[src/rtl/axi_lite_pkg.sv]
// Shared types for the command-driven AXI4-Lite initiator: response codes and FSM states.
package axi_lite_pkg;

  // AXI response encodings returned on BRESP/RRESP
  typedef enum logic [1:0] {
    OKAY   = 2'b00,
    EXOKAY = 2'b01,
    SLVERR = 2'b10,
    DECERR = 2'b11
  } axi_resp_e;

  // Response code reported when the watchdog fires before the slave answers
  localparam logic [1:0] RESP_TIMEOUT = 2'b11;

  // Transaction sequencer states
  typedef enum logic [2:0] {
    ST_IDLE = 3'd0,
    ST_WR   = 3'd1,
    ST_WR_B = 3'd2,
    ST_RD_A = 3'd3,
    ST_RD_R = 3'd4,
    ST_RSP  = 3'd5
  } state_e;

endpackage

[src/rtl/axi_lite_master_wdog.sv]
// Transaction watchdog: counts cycles since command accept and pulses expire_o once the
// limit is reached. Only present when AXI_LITE_MASTER_TIMEOUT_EN is defined.
`ifdef AXI_LITE_MASTER_TIMEOUT_EN
module axi_lite_master_wdog #(
  parameter int unsigned TIMEOUT_CYCLES = 1024
) (
  input  logic clk,
  input  logic rst,
  input  logic clear_i,
  input  logic run_i,
  output logic expire_o
);

  localparam int unsigned CntW = $clog2(TIMEOUT_CYCLES + 1);

  logic [CntW-1:0] cnt_q;
  logic            expire_q;

  // Count tracks the cycle index after accept; expire is high in cycle TIMEOUT_CYCLES-1
  // so the response it triggers is visible in cycle TIMEOUT_CYCLES.
  always_ff @(posedge clk or posedge rst) begin
    if (rst) begin
      cnt_q    <= '0;
      expire_q <= 1'b0;
    end else if (clear_i) begin
      cnt_q    <= CntW'(1);
      expire_q <= 1'b0;
    end else if (run_i) begin
      cnt_q    <= cnt_q + CntW'(1);
      expire_q <= ((cnt_q + CntW'(1)) == CntW'(TIMEOUT_CYCLES - 1));
    end else begin
      expire_q <= 1'b0;
    end
  end

  assign expire_o = expire_q;

endmodule
`endif

[src/rtl/axi_lite_master.sv]
// Command-driven AXI4-Lite initiator: one read or write command at a time, one response
// per command, at most one outstanding bus transaction.
// Optional watchdog: define AXI_LITE_MASTER_TIMEOUT_EN to enable TIMEOUT_CYCLES expiry.
module axi_lite_master
  import axi_lite_pkg::*;
#(
  parameter int unsigned DATA_WIDTH     = 32,
  parameter int unsigned ADDR_WIDTH     = 32,
  parameter logic [2:0]  AXI_PROT       = 3'b000,
  parameter int unsigned TIMEOUT_CYCLES = 1024
) (
  input  logic                    clk,
  input  logic                    rst,
  // command / response
  input  logic                    cmd_valid,
  output logic                    cmd_ready,
  input  logic                    cmd_write,
  input  logic [ADDR_WIDTH-1:0]   cmd_addr,
  input  logic [DATA_WIDTH-1:0]   cmd_wdata,
  input  logic [DATA_WIDTH/8-1:0] cmd_wstrb,
  output logic                    rsp_valid,
  input  logic                    rsp_ready,
  output logic [DATA_WIDTH-1:0]   rsp_rdata,
  output logic [1:0]              rsp_resp,
  // AXI4-Lite master port
  output logic [ADDR_WIDTH-1:0]   m0_axi_awaddr,
  output logic [2:0]              m0_axi_awprot,
  output logic                    m0_axi_awvalid,
  input  logic                    m0_axi_awready,
  output logic [DATA_WIDTH-1:0]   m0_axi_wdata,
  output logic [DATA_WIDTH/8-1:0] m0_axi_wstrb,
  output logic                    m0_axi_wvalid,
  input  logic                    m0_axi_wready,
  input  logic [1:0]              m0_axi_bresp,
  input  logic                    m0_axi_bvalid,
  output logic                    m0_axi_bready,
  output logic [ADDR_WIDTH-1:0]   m0_axi_araddr,
  output logic [2:0]              m0_axi_arprot,
  output logic                    m0_axi_arvalid,
  input  logic                    m0_axi_arready,
  input  logic [DATA_WIDTH-1:0]   m0_axi_rdata,
  input  logic [1:0]              m0_axi_rresp,
  input  logic                    m0_axi_rvalid,
  output logic                    m0_axi_rready
);

  localparam int unsigned StrbW = DATA_WIDTH / 8;

  state_e                  state_q;
  logic                    cmd_ready_q;
  logic [ADDR_WIDTH-1:0]   addr_q;
  logic [DATA_WIDTH-1:0]   wdata_q;
  logic [StrbW-1:0]        wstrb_q;
  logic                    awvalid_q;
  logic                    wvalid_q;
  logic                    bready_q;
  logic                    arvalid_q;
  logic                    rready_q;
  logic                    rsp_valid_q;
  logic [DATA_WIDTH-1:0]   rsp_rdata_q;
  logic [1:0]              rsp_resp_q;
  logic                    to_q;

  logic                    aw_pend_d;
  logic                    w_pend_d;
  logic                    accept_c;
  logic                    rsp_hold_c;
  logic                    bus_busy_c;
  logic                    timeout_c;
  logic                    wdog_expire;

  assign accept_c   = (state_q == ST_IDLE) && cmd_valid && cmd_ready_q;
  assign aw_pend_d  = awvalid_q && !m0_axi_awready;
  assign w_pend_d   = wvalid_q && !m0_axi_wready;
  assign rsp_hold_c = rsp_valid_q && !rsp_ready;

  // A timeout may only replace the response while the slave has not yet answered
  assign bus_busy_c = (state_q == ST_WR) || (state_q == ST_RD_A) ||
                      ((state_q == ST_WR_B) && !m0_axi_bvalid) ||
                      ((state_q == ST_RD_R) && !m0_axi_rvalid);
  assign timeout_c  = wdog_expire && !to_q && bus_busy_c;

`ifdef AXI_LITE_MASTER_TIMEOUT_EN
  logic wdog_run;

  assign wdog_run = (state_q != ST_IDLE) && (state_q != ST_RSP) && !to_q;

  // Cycle counter from accept until the response is produced
  axi_lite_master_wdog #(
    .TIMEOUT_CYCLES (TIMEOUT_CYCLES)
  ) u_wdog (
    .clk      (clk),
    .rst      (rst),
    .clear_i  (accept_c),
    .run_i    (wdog_run),
    .expire_o (wdog_expire)
  );
`else
  // No watchdog: the block waits on the slave indefinitely
  assign wdog_expire = (TIMEOUT_CYCLES == 0) && 1'b0;
`endif

  // Transaction sequencer with all bus and response outputs registered
  always_ff @(posedge clk or posedge rst) begin
    if (rst) begin
      state_q     <= ST_IDLE;
      cmd_ready_q <= 1'b1;
      addr_q      <= '0;
      wdata_q     <= '0;
      wstrb_q     <= '0;
      awvalid_q   <= 1'b0;
      wvalid_q    <= 1'b0;
      bready_q    <= 1'b0;
      arvalid_q   <= 1'b0;
      rready_q    <= 1'b0;
      rsp_valid_q <= 1'b0;
      rsp_rdata_q <= '0;
      rsp_resp_q  <= OKAY;
      to_q        <= 1'b0;
    end else begin
      if (rsp_valid_q && rsp_ready) begin
        rsp_valid_q <= 1'b0;
      end
      case (state_q)
        ST_IDLE: begin
          if (accept_c) begin
            cmd_ready_q <= 1'b0;
            addr_q      <= cmd_addr;
            to_q        <= 1'b0;
            if (cmd_write) begin
              wdata_q   <= cmd_wdata;
              wstrb_q   <= cmd_wstrb;
              awvalid_q <= 1'b1;
              wvalid_q  <= 1'b1;
              state_q   <= ST_WR;
            end else begin
              arvalid_q <= 1'b1;
              state_q   <= ST_RD_A;
            end
          end
        end
        ST_WR: begin
          awvalid_q <= aw_pend_d;
          wvalid_q  <= w_pend_d;
          if (!aw_pend_d && !w_pend_d) begin
            bready_q <= 1'b1;
            state_q  <= ST_WR_B;
          end
        end
        ST_WR_B: begin
          if (m0_axi_bvalid) begin
            bready_q <= 1'b0;
            if (!to_q) begin
              rsp_valid_q <= 1'b1;
              rsp_resp_q  <= m0_axi_bresp;
              rsp_rdata_q <= '0;
              state_q     <= ST_RSP;
            end else if (rsp_hold_c) begin
              state_q <= ST_RSP;
            end else begin
              to_q        <= 1'b0;
              cmd_ready_q <= 1'b1;
              state_q     <= ST_IDLE;
            end
          end
        end
        ST_RD_A: begin
          if (m0_axi_arready) begin
            arvalid_q <= 1'b0;
            rready_q  <= 1'b1;
            state_q   <= ST_RD_R;
          end
        end
        ST_RD_R: begin
          if (m0_axi_rvalid) begin
            rready_q <= 1'b0;
            if (!to_q) begin
              rsp_valid_q <= 1'b1;
              rsp_resp_q  <= m0_axi_rresp;
              rsp_rdata_q <= m0_axi_rdata;
              state_q     <= ST_RSP;
            end else if (rsp_hold_c) begin
              state_q <= ST_RSP;
            end else begin
              to_q        <= 1'b0;
              cmd_ready_q <= 1'b1;
              state_q     <= ST_IDLE;
            end
          end
        end
        ST_RSP: begin
          if (rsp_ready) begin
            to_q        <= 1'b0;
            cmd_ready_q <= 1'b1;
            state_q     <= ST_IDLE;
          end
        end
        default: begin
          state_q <= ST_IDLE;
        end
      endcase
      if (timeout_c) begin
        rsp_valid_q <= 1'b1;
        rsp_resp_q  <= RESP_TIMEOUT;
        rsp_rdata_q <= '0;
        to_q        <= 1'b1;
      end
    end
  end

  assign cmd_ready      = cmd_ready_q;
  assign rsp_valid      = rsp_valid_q;
  assign rsp_rdata      = rsp_rdata_q;
  assign rsp_resp       = rsp_resp_q;
  assign m0_axi_awaddr  = addr_q;
  assign m0_axi_awprot  = AXI_PROT;
  assign m0_axi_awvalid = awvalid_q;
  assign m0_axi_wdata   = wdata_q;
  assign m0_axi_wstrb   = wstrb_q;
  assign m0_axi_wvalid  = wvalid_q;
  assign m0_axi_bready  = bready_q;
  assign m0_axi_araddr  = addr_q;
  assign m0_axi_arprot  = AXI_PROT;
  assign m0_axi_arvalid = arvalid_q;
  assign m0_axi_rready  = rready_q;

endmodule
[config.mk]
export PLATFORM = sky130hd
export DESIGN_NAME = axi_lite_master
export DESIGN_NICKNAME = d
export VERILOG_FILES = /design/src/rtl/axi_lite_pkg.sv /design/src/rtl/axi_lite_master_wdog.sv /design/src/rtl/axi_lite_master.sv
export SDC_FILE = /design/constraint.sdc
export NUM_CORES = 1
export LEC_CHECK = 0
export BUFFER_PORTS_ARGS = -buffer_cell sky130_fd_sc_hd__buf_4
export CORE_ASPECT_RATIO = 0.5
export CORE_MARGIN = 5
export CORE_UTILIZATION = 25
export CTS_CLUSTER_SIZE = 14
export DETAILED_ROUTE_END_ITERATION = 10
export PLACE_DENSITY = 0.58
export SETUP_SLACK_MARGIN = 0.05
export SYNTH_ARGS = -nofsm -noshare
export SYNTH_HDL_FRONTEND = slang
export SYNTH_SLANG_ARGS = --single-unit
[constraint.sdc]
create_clock -name clk -period 10.33 [get_ports clk]
set_clock_uncertainty 0.15 [all_clocks]
set_input_delay 2.5825 -clock clk [delete_from_list [all_inputs] [get_ports clk]]
set_output_delay 2.5825 -clock clk [all_outputs]
set_load 0.1 [all_outputs]
==> results of run 1 <==
## cells in the final DEF, fill, tap and decap left out, types with 2 or more instances in the layout
cell	instances
a21oi_1	11
a22o_1	32
a31oi_1	3
a41oi_1	2
buf_4	257
bufinv_16	5
clkbuf_1	2
clkbuf_16	17
clkbuf_8	3
clkinvlp_4	2
conb_1	6
dfrtp_1	112
inv_1	4
mux2_1	30
mux2_2	39
mux2i_1	3
nand2_1	8
nand2b_1	6
nand3b_1	2
nand4bb_1	2
nor2_1	7
o21ai_0	7
## synth_stat cells
library cell	n	area, um2
or4_1	1	7.51
a21oi_1	11	55.1
nand4bb_1	2	22.5
nand2_4	1	11.3
a21o_1	1	7.51
buf_1	1	3.75
nor2b_1	1	6.26
nand2_1	8	30.0
mux2i_1	3	30.0
and3b_1	1	8.76
a211o_1	1	8.76
nor3b_2	1	12.5
nand3_1	1	5.00
a41oi_1	2	17.5
a22oi_1	1	7.51
o311a_1	1	10.0
nor2_1	7	26.3
mux2_2	39	439
a31oi_1	3	18.8
nor3_1	1	5.00
nand2b_1	6	37.5
dfstp_2	1	26.3
a22o_1	32	280
o22ai_1	1	6.26
o21ai_0	7	35.0
o31a_1	1	8.76
buf_2	10	50.1
mux2_1	30	338
a311o_1	1	10.0
a211oi_1	1	7.51
dfrtp_1	112	2800
conb_1	1	3.75
or3b_2	1	8.76
buf_4	41	308
nor4_4	1	21.3
nand3b_1	2	15.0
buf_6	3	33.8
or3b_1	1	8.76
clkbuf_1	1	3.75
inv_1	5	18.8
## metal layers
layer | vias up | wire length, um
met4 | 0 | 140
met1 | 1773 | 5170
li1 | 1641 | -
met2 | 88 | 7500
met5 | - | 0
met3 | 11 | 542
## registers in the layout, indices dropped and copies added, names as in the netlist, 2 cells and up
register / cells
m0_axi_wdata: 32
rsp_rdata: 32
m0_axi_araddr: 32
rsp_resp: 2
state_q: 3
m0_axi_wstrb: 4
## per-stage QoR
stage / std cells / util / hold slack, ns / cell area (um2) / setup slack [ns]
6_report: 841 / 0.394 / 0.339 / 7290 / 6.25
5_1_grt: 841 / 0.394 / 0.364 / 7290 / 6.10
4_1_cts: 841 / 0.394 / 0.345 / 7290 / 6.23
3_5_place_dp: 810 / 0.358 / 0.332 / 6640 / 5.79
3_3_place_gp: 810 / 0.358 / 0.318 / 6640 / 5.83
2_1_floorplan: 350 / - / 0.424 / 4780 / 4.61
## worst min-delay path, delay by kind of cell, from the launching register on
kind | cells | cell delay [ns]
DFF | 1 | 0.34
AOI/OAI and AO/OA | 1 | 0.06
and+or+nand+nor | 1 | 0.04
## final timing paths
path	start	to
min in group asynchronous	rst	m0_axi_wdata[25]$_DFFE_PP0P_
setup / recovery	cmd_valid	m0_axi_wdata[9]$_DFFE_PP0P_
max in group asynchronous	rst	rsp_rdata[30]$_DFFE_PP0P_
hold reg to reg	rsp_resp[0]$_DFFE_PP0P_	rsp_resp[0]$_DFFE_PP0P_
hold / removal	rsp_resp[0]$_DFFE_PP0P_	rsp_resp[0]$_DFFE_PP0P_
setup reg to reg	state_q[0]$_DFFE_PP0P_	m0_axi_wdata[9]$_DFFE_PP0P_
## final cells by class
type | instances | area, um2 | area share
Sequential cell | 113 | 2830 | 0.388
Timing Repair Buffer | 257 | 1930 | 0.265
Multi-Input combinational cell | 176 | 1540 | 0.211
Clock buffer | 22 | 474 | 0.0650
Tap cell | 259 | 324 | 0.0444
Clock inverter | 9 | 179 | 0.0245
Inverter | 5 | 21.3 | 0.00292
## kinds of logic after synthesis
group,count (synthesis),synth area share
multiplexers,72,0.170
buffers and inverters,61,0.0878
flip-flops,113,0.595
AND/OR/NAND/NOR,35,0.0476
other,1,0.000788
AO/OA/AOI/OAI,63,0.0994
==> impl_results.md, run 1 <==
- Critical Path Source Type: input pin
- Critical Path, Cell by Cell: buf_4 > nand2_1 > nor4_4 > buf_4 > nand2_4 > mux2_1
- Cts repair resizes: 0
- Final hold violation count: 0
- Grt met2 use: 0.218
- Layout cells sized above 1: 0.569
- 1st-pass router iterations: 4
- TritonCTS clock tree: built
- Ant diodes: 0
- Number of DRC markers in iteration 0: 90
- Detailed Place HPWL: 9.71 mm
- Clk slew on worst S/H paths: about 0.050 ns
- Vias in the first global route: ~3,700
- Insertion delay to the later sink of the worst-skew pair: between 0.3 and 0.4 ns
- Total negative slack: 0 ns
- Yosys reg bits: between 100 and 150
- Routed len/inst: about 16 um
- Antenna-violating nets left: 0
- Worst slew margin: 0.167
- Slew @ Worst Pin: roughly 1.2 ns
- Clock tree buffer depth: 2
- Reg2Reg Setup Slack: ~7.8 ns
- Worst hold-check path type: register to register
- RSZ-0062 raised after global routing: no
- Final nets: 684
- Gr ovfl total: 0
- Fillers: around 1,800
- Crit path max-delay family: simple AND/OR/NAND/NOR gates
- Worst Path Arrival: around 4.2 ns
- FP Rows: 35
- Core Box Area: approximately 19,000 um2
- Distinct cells, synth: 40
- CTS Root Cell: clkbuf_16
- Die Wd: approximately 210 um
- Status: complete, no violations
- Setup-failing EPs final: 0
- Final Slew Violations: 0
- DRC errors left: 0
- Initial antenna violation count: 0
- Buffers on Ports: 254
- CTS buffer count: 17
- Grt met3 use: 0.0271
- Met1 usage: 0.132
- IO Count: ~260
- First-pass GRT wire length: just over 20 mm
- Post-Syn Area: approximately 4800 um2
- Hold depth: 2
- Initial Utilization: 0.257
- Worst stage delay on the critical path: around 0.46 ns
- Avg Inst Size Synth: approximately 14 um2
- Bufs and invs on worst path: 2
- Synth warnings: 0
- Post-Syn Instances: 345
- H-tree levels: 4
- Worst R2R Path Depth: 4
- Post-synthesis sequential area ratio: 0.595
- Cts hold-fix bufs: 0
- Largest net degree at the start of global routing: between 60 and 70
- Routed wire length: ~13 mm
- CTS sink count: roughly 110
- Max-Cap Viols: 0
- Worst path required time: between 10 and 15 ns
- Height of the die: ~110 um
- Levels on crit path: 6
- Final worst-path cycle share: 0.395
- Critical Path Sink Type: register
- Die area: 22,100 um2
- Critical Path Slowest Stage Cell: buf_4
- CP Max Fanout: 36
- Via count: roughly 3,500
- Total GRT Usage: 0.117
- Minimum clock period: 4.08 ns
- Most frequent CP cell: buf_4
- Via density: 4.18
- Gpl congestion: roughly 0.73
- Critical path class: input pin to register
- Gr busiest metal: met2
- Setup repair bufs after CTS: 0
- Maximum operating frequency: approximately 0.24 GHz
- Area delta synth->final: 53.3%
Power of run 1 is not shown: default switching activity piles up to over one toggle a cycle in this logic, so the estimate is an artifact.
==> run 2, diff against run 1 <==
==> constraint.sdc (replaced) <==
create_clock -name clk -period 4.24 [get_ports clk]
set_clock_uncertainty 0.15 [all_clocks]
set_input_delay 1.06 -clock clk [delete_from_list [all_inputs] [get_ports clk]]
set_output_delay 1.06 -clock clk [all_outputs]
set_load 0.1 [all_outputs]
==> run 2 against run 1 <==
Core utilization about the same. Highest routed layer unchanged. Routed wire length increased by 5.3%. Final cell count increased by 0.24%. Design area about the same. Non-clock buffer count increased by 2. Die area unchanged. Critical endpoint is now cmd_ready.
==> impl_results.md, run 2 (synthesis gave the netlist of run 1 again) <==
- Layout cells sized above 1: 0.570 (+0.00148)
- Minimum clock period: between 2 and 2.5 ns
- RSZ-0062 raised after global routing: no
- Cts hold-fix bufs: 0 (unchanged)
- Number of DRC markers in iteration 0: 131 (+46%)
- Slew @ Worst Pin: 0.809 ns (-0.441 ns)
- H-tree levels: 4 (unchanged)
- Gr ovfl total: 0 (unchanged)
- Worst setup margin: 1.75 ns (-4.50 ns)
- Worst stage delay on the critical path: 0.57 ns (+0.11 ns)
- Initial antenna violation count: 0 (unchanged)
- Die Wd: 205 um (unchanged)
- Most common cell after layout, fill and taps aside: buf_4
- Setup repair bufs after CTS: 0 (unchanged)
- Final Slew Violations: 0 (unchanged)
- Final hold violation count: 0 (unchanged)
- FP Rows: 35 (unchanged)
- Worst R2R Path Depth: 4 (unchanged)
- Gpl congestion: 0.769 (+5.7%)
- Total GRT Usage: 0.124 (+0.00739)
- Final worst-path cycle share: 0.588
- Critical Path, Cell by Cell: buf_4
- Status: complete, no violations
- Worst hold-check path type: register to register
- Final nets: 686 (+0.29%)
- Reg2reg start: state_q[2]$_DFFE_PP0P_
- Insertion delay to the later sink of the worst-skew pair: 0.40 ns (about the same)
- Core Box Area: 18,500 um2 (unchanged)
- Levels on crit path: 1 (-5)
- Clk slew on worst S/H paths: 0.05 ns (about the same)
- Die area: 22,100 um2 (unchanged)
- Cts repair resizes: 0 (unchanged)
- Antenna-violating nets left: 0 (unchanged)
- Most frequent cells in the layout: 258 x buf_4, 112 x dfrtp_1, 39 x mux2_2, 32 x a22o_1, 30 x mux2_1
- Critical path class: register to output port
- Ant diodes: 0 (unchanged)
- DRC errors left: 0 (unchanged)
- Worst Hold Slack: 0.340 ns (+0.000882 ns)
- 1st-pass router iterations: 4 (unchanged)
- Buffers on Ports: 254 (unchanged)
- CP Max Fanout: 6 (-83%)
- Via count: 3,543 (+0.85%)
- Total negative slack: 0 ns (unchanged)
- Critical Path Source Type: register
- CTS buffer count: 17 (unchanged)
- Height of the die: 108 um (unchanged)
- Largest net degree at the start of global routing: 52 (-24%)
- Reg2reg end: rsp_rdata[25]$_DFFE_PP0P_
- Setup-failing EPs final: 0 (unchanged)
- Routed wire length: 14.1 mm (+5.3%)
- Worst slew margin: 0.460 (+0.293)
- Maximum operating frequency: 0.401 GHz
- Bufs and invs on worst path: 1 (-1)
- First-pass GRT wire length: 21.1 mm (+4.1%)
- Area delta synth->final: 53.2% (about the same)
- Critical Path Slowest Stage Cell: dfstp_2
- Routed len/inst: 16.7 um (+5.1%)
- Critical Path End: cmd_ready
- Vias in the first global route: 3,721 (+0.81%)
- Finished Core Util: 0.393 (about the same)
- Initial Utilization: 0.257 (unchanged)
- Worst Path Arrival: 1.28 ns (-2.93 ns)
- Post-Place Worst Slack: 1.47 ns (-4.32 ns)
- CTS Root Cell: clkbuf_16
- CTS sink count: 113 (unchanged)
- Worst path required time: 3.03 ns (-7.42 ns)
- Via density: 4.20 (+0.61%)
- Clock tree buffer depth: 2 (unchanged)
- Reg2Reg Setup Slack: 1.97 ns (-5.86 ns)
- Worst setup path start: cmd_ready$_DFFE_PP1P_
- Crit path max-delay family: flip-flops
- IO Count: 261 (unchanged)
- Critical Path Sink Type: output port
- Max-Cap Viols: 0 (unchanged)
- Detailed Place HPWL: 10.5 mm (+8.3%)
- TritonCTS clock tree: built
## run 2: changes by cell type in the layout (fill, tap and decap cells not counted)
cell        change
inv_4           -1
buf_12          +1
buf_4           +1
clkinv_2        +2
clkinvlp_4      +1
clkbuf_8        -1
bufinv_16       -1
## run 2: metal layers
layer	track usage	wire [um]	vias to the layer above
met3	0.0334	565	16
li1	-	-	1651
met1	0.140	5330	1801
met5	0	0	-
met2	0.230	7970	75
met4	0.0372	186	0
## run 2: metrics by stage
step,cells,area (um2)
final,843,7290
after global routing,843,7290
after CTS,843,7290
after detailed placement,812,6670
after global placement,812,6670
after floorplan,350,4780
## run 2: cell type report
| type | count | area, um2 |
|---|---|---|
| Multi-Input combinational cell | 176 | 1540 |
| Tap cell | 259 | 324 |
| Clock inverter | 10 | 159 |
| Inverter | 5 | 22.5 |
| Clock buffer | 21 | 460 |
| Sequential cell | 113 | 2830 |
| Timing Repair Buffer | 259 | 1960 |
| Fill cell | 1797 | 11200 |
## run 2: worst min-delay path by stage
stage | start | end | slack [ns] | cells after the start
after detailed placement | rsp_resp[0]$_DFFE_PP0P_ | rsp_resp[0]$_DFFE_PP0P_ | 0.33 | 2
final | m0_axi_wdata[22]$_DFFE_PP0P_ | m0_axi_wdata[22]$_DFFE_PP0P_ | 0.34 | 1
after global routing | m0_axi_wdata[26]$_DFFE_PP0P_ | m0_axi_wdata[26]$_DFFE_PP0P_ | 0.36 | 1
after floorplan | to_q$_DFFE_PP0P_ | to_q$_DFFE_PP0P_ | 0.42 | 1
after global placement | m0_axi_wdata[18]$_DFFE_PP0P_ | m0_axi_wdata[18]$_DFFE_PP0P_ | 0.33 | 1
after CTS | rsp_resp[0]$_DFFE_PP0P_ | rsp_resp[0]$_DFFE_PP0P_ | 0.34 | 2
## run 2: worst reg2reg max path: cells and delay by family (launching register included)
kind                   cells  cell delay [ns]
AO/OA/AOI/OAI              2             0.86
buffers and inverters      1             0.33
AND/OR/NAND/NOR            1             0.17
flip-flops                 1             0.65
Power of run 2 is left out for the same reason.
==> run 3, diff against run 2 <==
--- a/config.mk
+++ b/config.mk
@@ -11,7 +11,7 @@
 export CORE_UTILIZATION = 25
 export CTS_CLUSTER_SIZE = 14
 export DETAILED_ROUTE_END_ITERATION = 10
-export PLACE_DENSITY = 0.58
+export PLACE_DENSITY = 0.6
 export SETUP_SLACK_MARGIN = 0.05
 export SYNTH_ARGS = -nofsm -noshare
 export SYNTH_HDL_FRONTEND = slang
==> constraint.sdc (replaced) <==
create_clock -name clk -period 2 [get_ports clk]
set_clock_uncertainty 0.15 [all_clocks]
set_input_delay 0.5 -clock clk [delete_from_list [all_inputs] [get_ports clk]]
set_output_delay 0.5 -clock clk [all_outputs]
set_load 0.1 [all_outputs]
==> run 3 against run 2 <==
Worst hold slack got worse by 0.19 ns. Sequential share of layout area is 1.1 points lower. Core utilization grew 1.7 points. Routed wire length up 3.3%. Critical path depth is 5 higher. Via count is 3.1% higher. Design area is 4.3% higher. Die area stayed put. Worst setup slack worse by 1.7 ns.
==> impl_results.md, run 3 (synthesis gave the netlist of run 1 again) <==
- Multi-input logic area: 1640 um2 (+6.8%)
- Insertion delay to the later sink of the worst-skew pair: 0.40 ns (about the same)
- 1st-pass router iterations: 4 (unchanged)
- Maximum operating frequency: between 0.5 and 0.6 GHz
- Worst Hold Slack: 0.152 ns (-0.188 ns)
- Initial antenna violation count: 0 (unchanged)
- Max-Cap Viols: 0 (unchanged)
- Reg area: 2860 um2 (+1.2%)
- Die area: 22,100 um2 (unchanged)
- Reg2Reg Setup Slack: 0.08 ns (-1.89 ns)
- Hold_sp: cmd_wdata[30]
- RSZ-0062 raised after global routing: yes
- Via density: 4.27 (+1.5%)
- Number of DRC markers in iteration 0: 96 (-27%)
- H-tree levels: 4 (unchanged)
- Height of the die: 108 um (unchanged)
- First-pass GRT wire length: 21.5 mm (+2.0%)
- Hold worst-path end: m0_axi_wdata[30]$_DFFE_PP0P_
- Detailed Place HPWL: 10.6 mm (+0.90%)
- Layout cells sized above 1: 0.652 (+0.0814)
- Total GRT Usage: 0.126 (+0.00144)
- CTS sink count: 113 (unchanged)
- Gpl congestion: 0.809 (+5.3%)
- Post-Place Worst Slack: 0.0897 ns (-1.38 ns)
- Via count: 3,652 (+3.1%)
- Ant diodes: 0 (unchanged)
- Gr ovfl total: 0 (unchanged)
- Area delta synth->final: 59.7%
- Worst path required time: 2.14 ns (-0.89 ns)
- Hold depth: 2 (+1)
- Clk slew on worst S/H paths: 0.06 ns (about the same)
- Critical Path Source Type: register
- FP Rows: 35 (unchanged)
- CTS Root Cell: clkbuf_16
- Final hold violation count: 0 (unchanged)
- Buffers on Ports: 254 (unchanged)
- Setup-failing EPs final: 0 (unchanged)
- Final Slew Violations: 0 (unchanged)
- Total negative slack: 0 ns (unchanged)
- CP Max Fanout: 18 (+12)
- Worst Path Arrival: 2.06 ns (+0.78 ns)
- Most common cell after layout, fill and taps aside: buf_4
- Core Box Area: 18,500 um2 (unchanged)
- Critical Path Sink Type: register
- Routed wire length: 14.5 mm (+3.3%)
- Clock tree buffer depth: 2 (unchanged)
- Reg2reg end: m0_axi_wdata[5]$_DFFE_PP0P_
- Fillers: 1,788 (-0.50%)
- CTS buffer count: 17 (unchanged)
- Worst hold-check path type: input pin to register
- Reg2reg start: cmd_ready$_DFFE_PP1P_
- IO Count: 261 (unchanged)
- Final nets: 698 (+1.7%)
- Status: complete, no violations
- Minimum clock period: 1.92 ns
- Vias in the first global route: 3,743 (+0.59%)
- Critical path class: register to register
- TritonCTS clock tree: built
- Worst setup margin: 0.0821 ns (-1.66 ns)
- Largest net degree at the start of global routing: 55 (+5.8%)
- Worst R2R Path Depth: 6 (+2)
- Most frequent cells in the layout: 261 x buf_4, 87 x dfrtp_1, 32 x a22o_1, 29 x mux2_2, 26 x mux2_4
- Initial Utilization: 0.257 (unchanged)
- DRC errors left: 0 (unchanged)
- Final worst-path cycle share: 0.959
- Antenna-violating nets left: 0 (unchanged)
- Routed len/inst: 17.0 um (+1.8%)
- Worst setup path start: cmd_ready$_DFFE_PP1P_
- Die Wd: 205 um (unchanged)
run 3: cell count changes in the layout (fill, tap and decap cells not counted), moves of 2 or more:
| cell | previous run | this run |
|---|---|---|
| mux2_4 | 0 | 26 |
| dfrtp_1 | 112 | 87 |
| dfrtp_2 | 0 | 25 |
| mux2_1 | 30 | 14 |
| mux2_2 | 39 | 29 |
| inv_6 | 0 | 4 |
| buf_12 | 1 | 4 |
| buf_4 | 258 | 261 |
| clkinv_4 | 1 | 4 |
| bufinv_16 | 4 | 2 |
| clkbuf_1 | 2 | 0 |
| clkbuf_16 | 17 | 19 |
run 3: worst max-delay path by stage:
stage | end | slack [ns] | cells past startpoint
2_1_floorplan | m0_axi_araddr[18]$_DFFE_PP0P_ | -0.17 | 4
5_1_grt | m0_axi_wdata[7]$_DFFE_PP0P_ | 0.02 | 6
3_5_place_dp | m0_axi_araddr[18]$_DFFE_PP0P_ | 0.09 | 4
3_3_place_gp | m0_axi_araddr[25]$_DFFE_PP0P_ | 0.10 | 4
6_report | m0_axi_wdata[5]$_DFFE_PP0P_ | 0.08 | 6
4_1_cts | cmd_ready | 0.05 | 1
run 3: worst max-delay path, stage by stage, from the launching register on:
cell and delay (ns):
dfstp_4 0.66, nand2_4 0.07, nor4_4 0.15, buf_6 0.17, nand2_4 0.08, clkbuf_16 0.21
mux2_4 0.31
run 3: layer usage:
metal / GRT usage / vias up / share of wire
li1: - / 1675 / -
met1: 0.151 / 1871 / 0.39
met2: 0.223 / 98 / 0.56
met3: 0.0355 / 8 / 0.043
met4: 0.0325 / 0 / 0.0098
met5: 0 / - / 0
run 3: timing repair:
action,in CTS,in global routing
endpoints found under the hold margin,7,0
buffers inserted,0,1
setup endpoints to repair,1,50
cloned,0,2
pin swaps,0,0
hold buffers,1,0
resized for setup,2,6
run 3: cell type report:
type,count,share of cell area
multi-input cells,176,0.216
flip-flops and latches,113,0.377
repair buffers,271,0.283
clock inverters,14,0.0204
inverters,5,0.00296
well taps,259,0.0426
clock buffers,18,0.0578
run 3: per-stage QoR:
| step | utilization | area [um2] | cells |
|---|---|---|---|
| 2_1_floorplan | - | 4930 | 350 |
| 4_1_cts | 0.406 | 7530 | 853 |
| 5_1_grt | 0.410 | 7600 | 856 |
| 6_report | 0.410 | 7600 | 856 |
| 3_5_place_dp | 0.373 | 6920 | 820 |
| 3_3_place_gp | 0.373 | 6920 | 820 |
Power of run 3 is left out for the same reason.
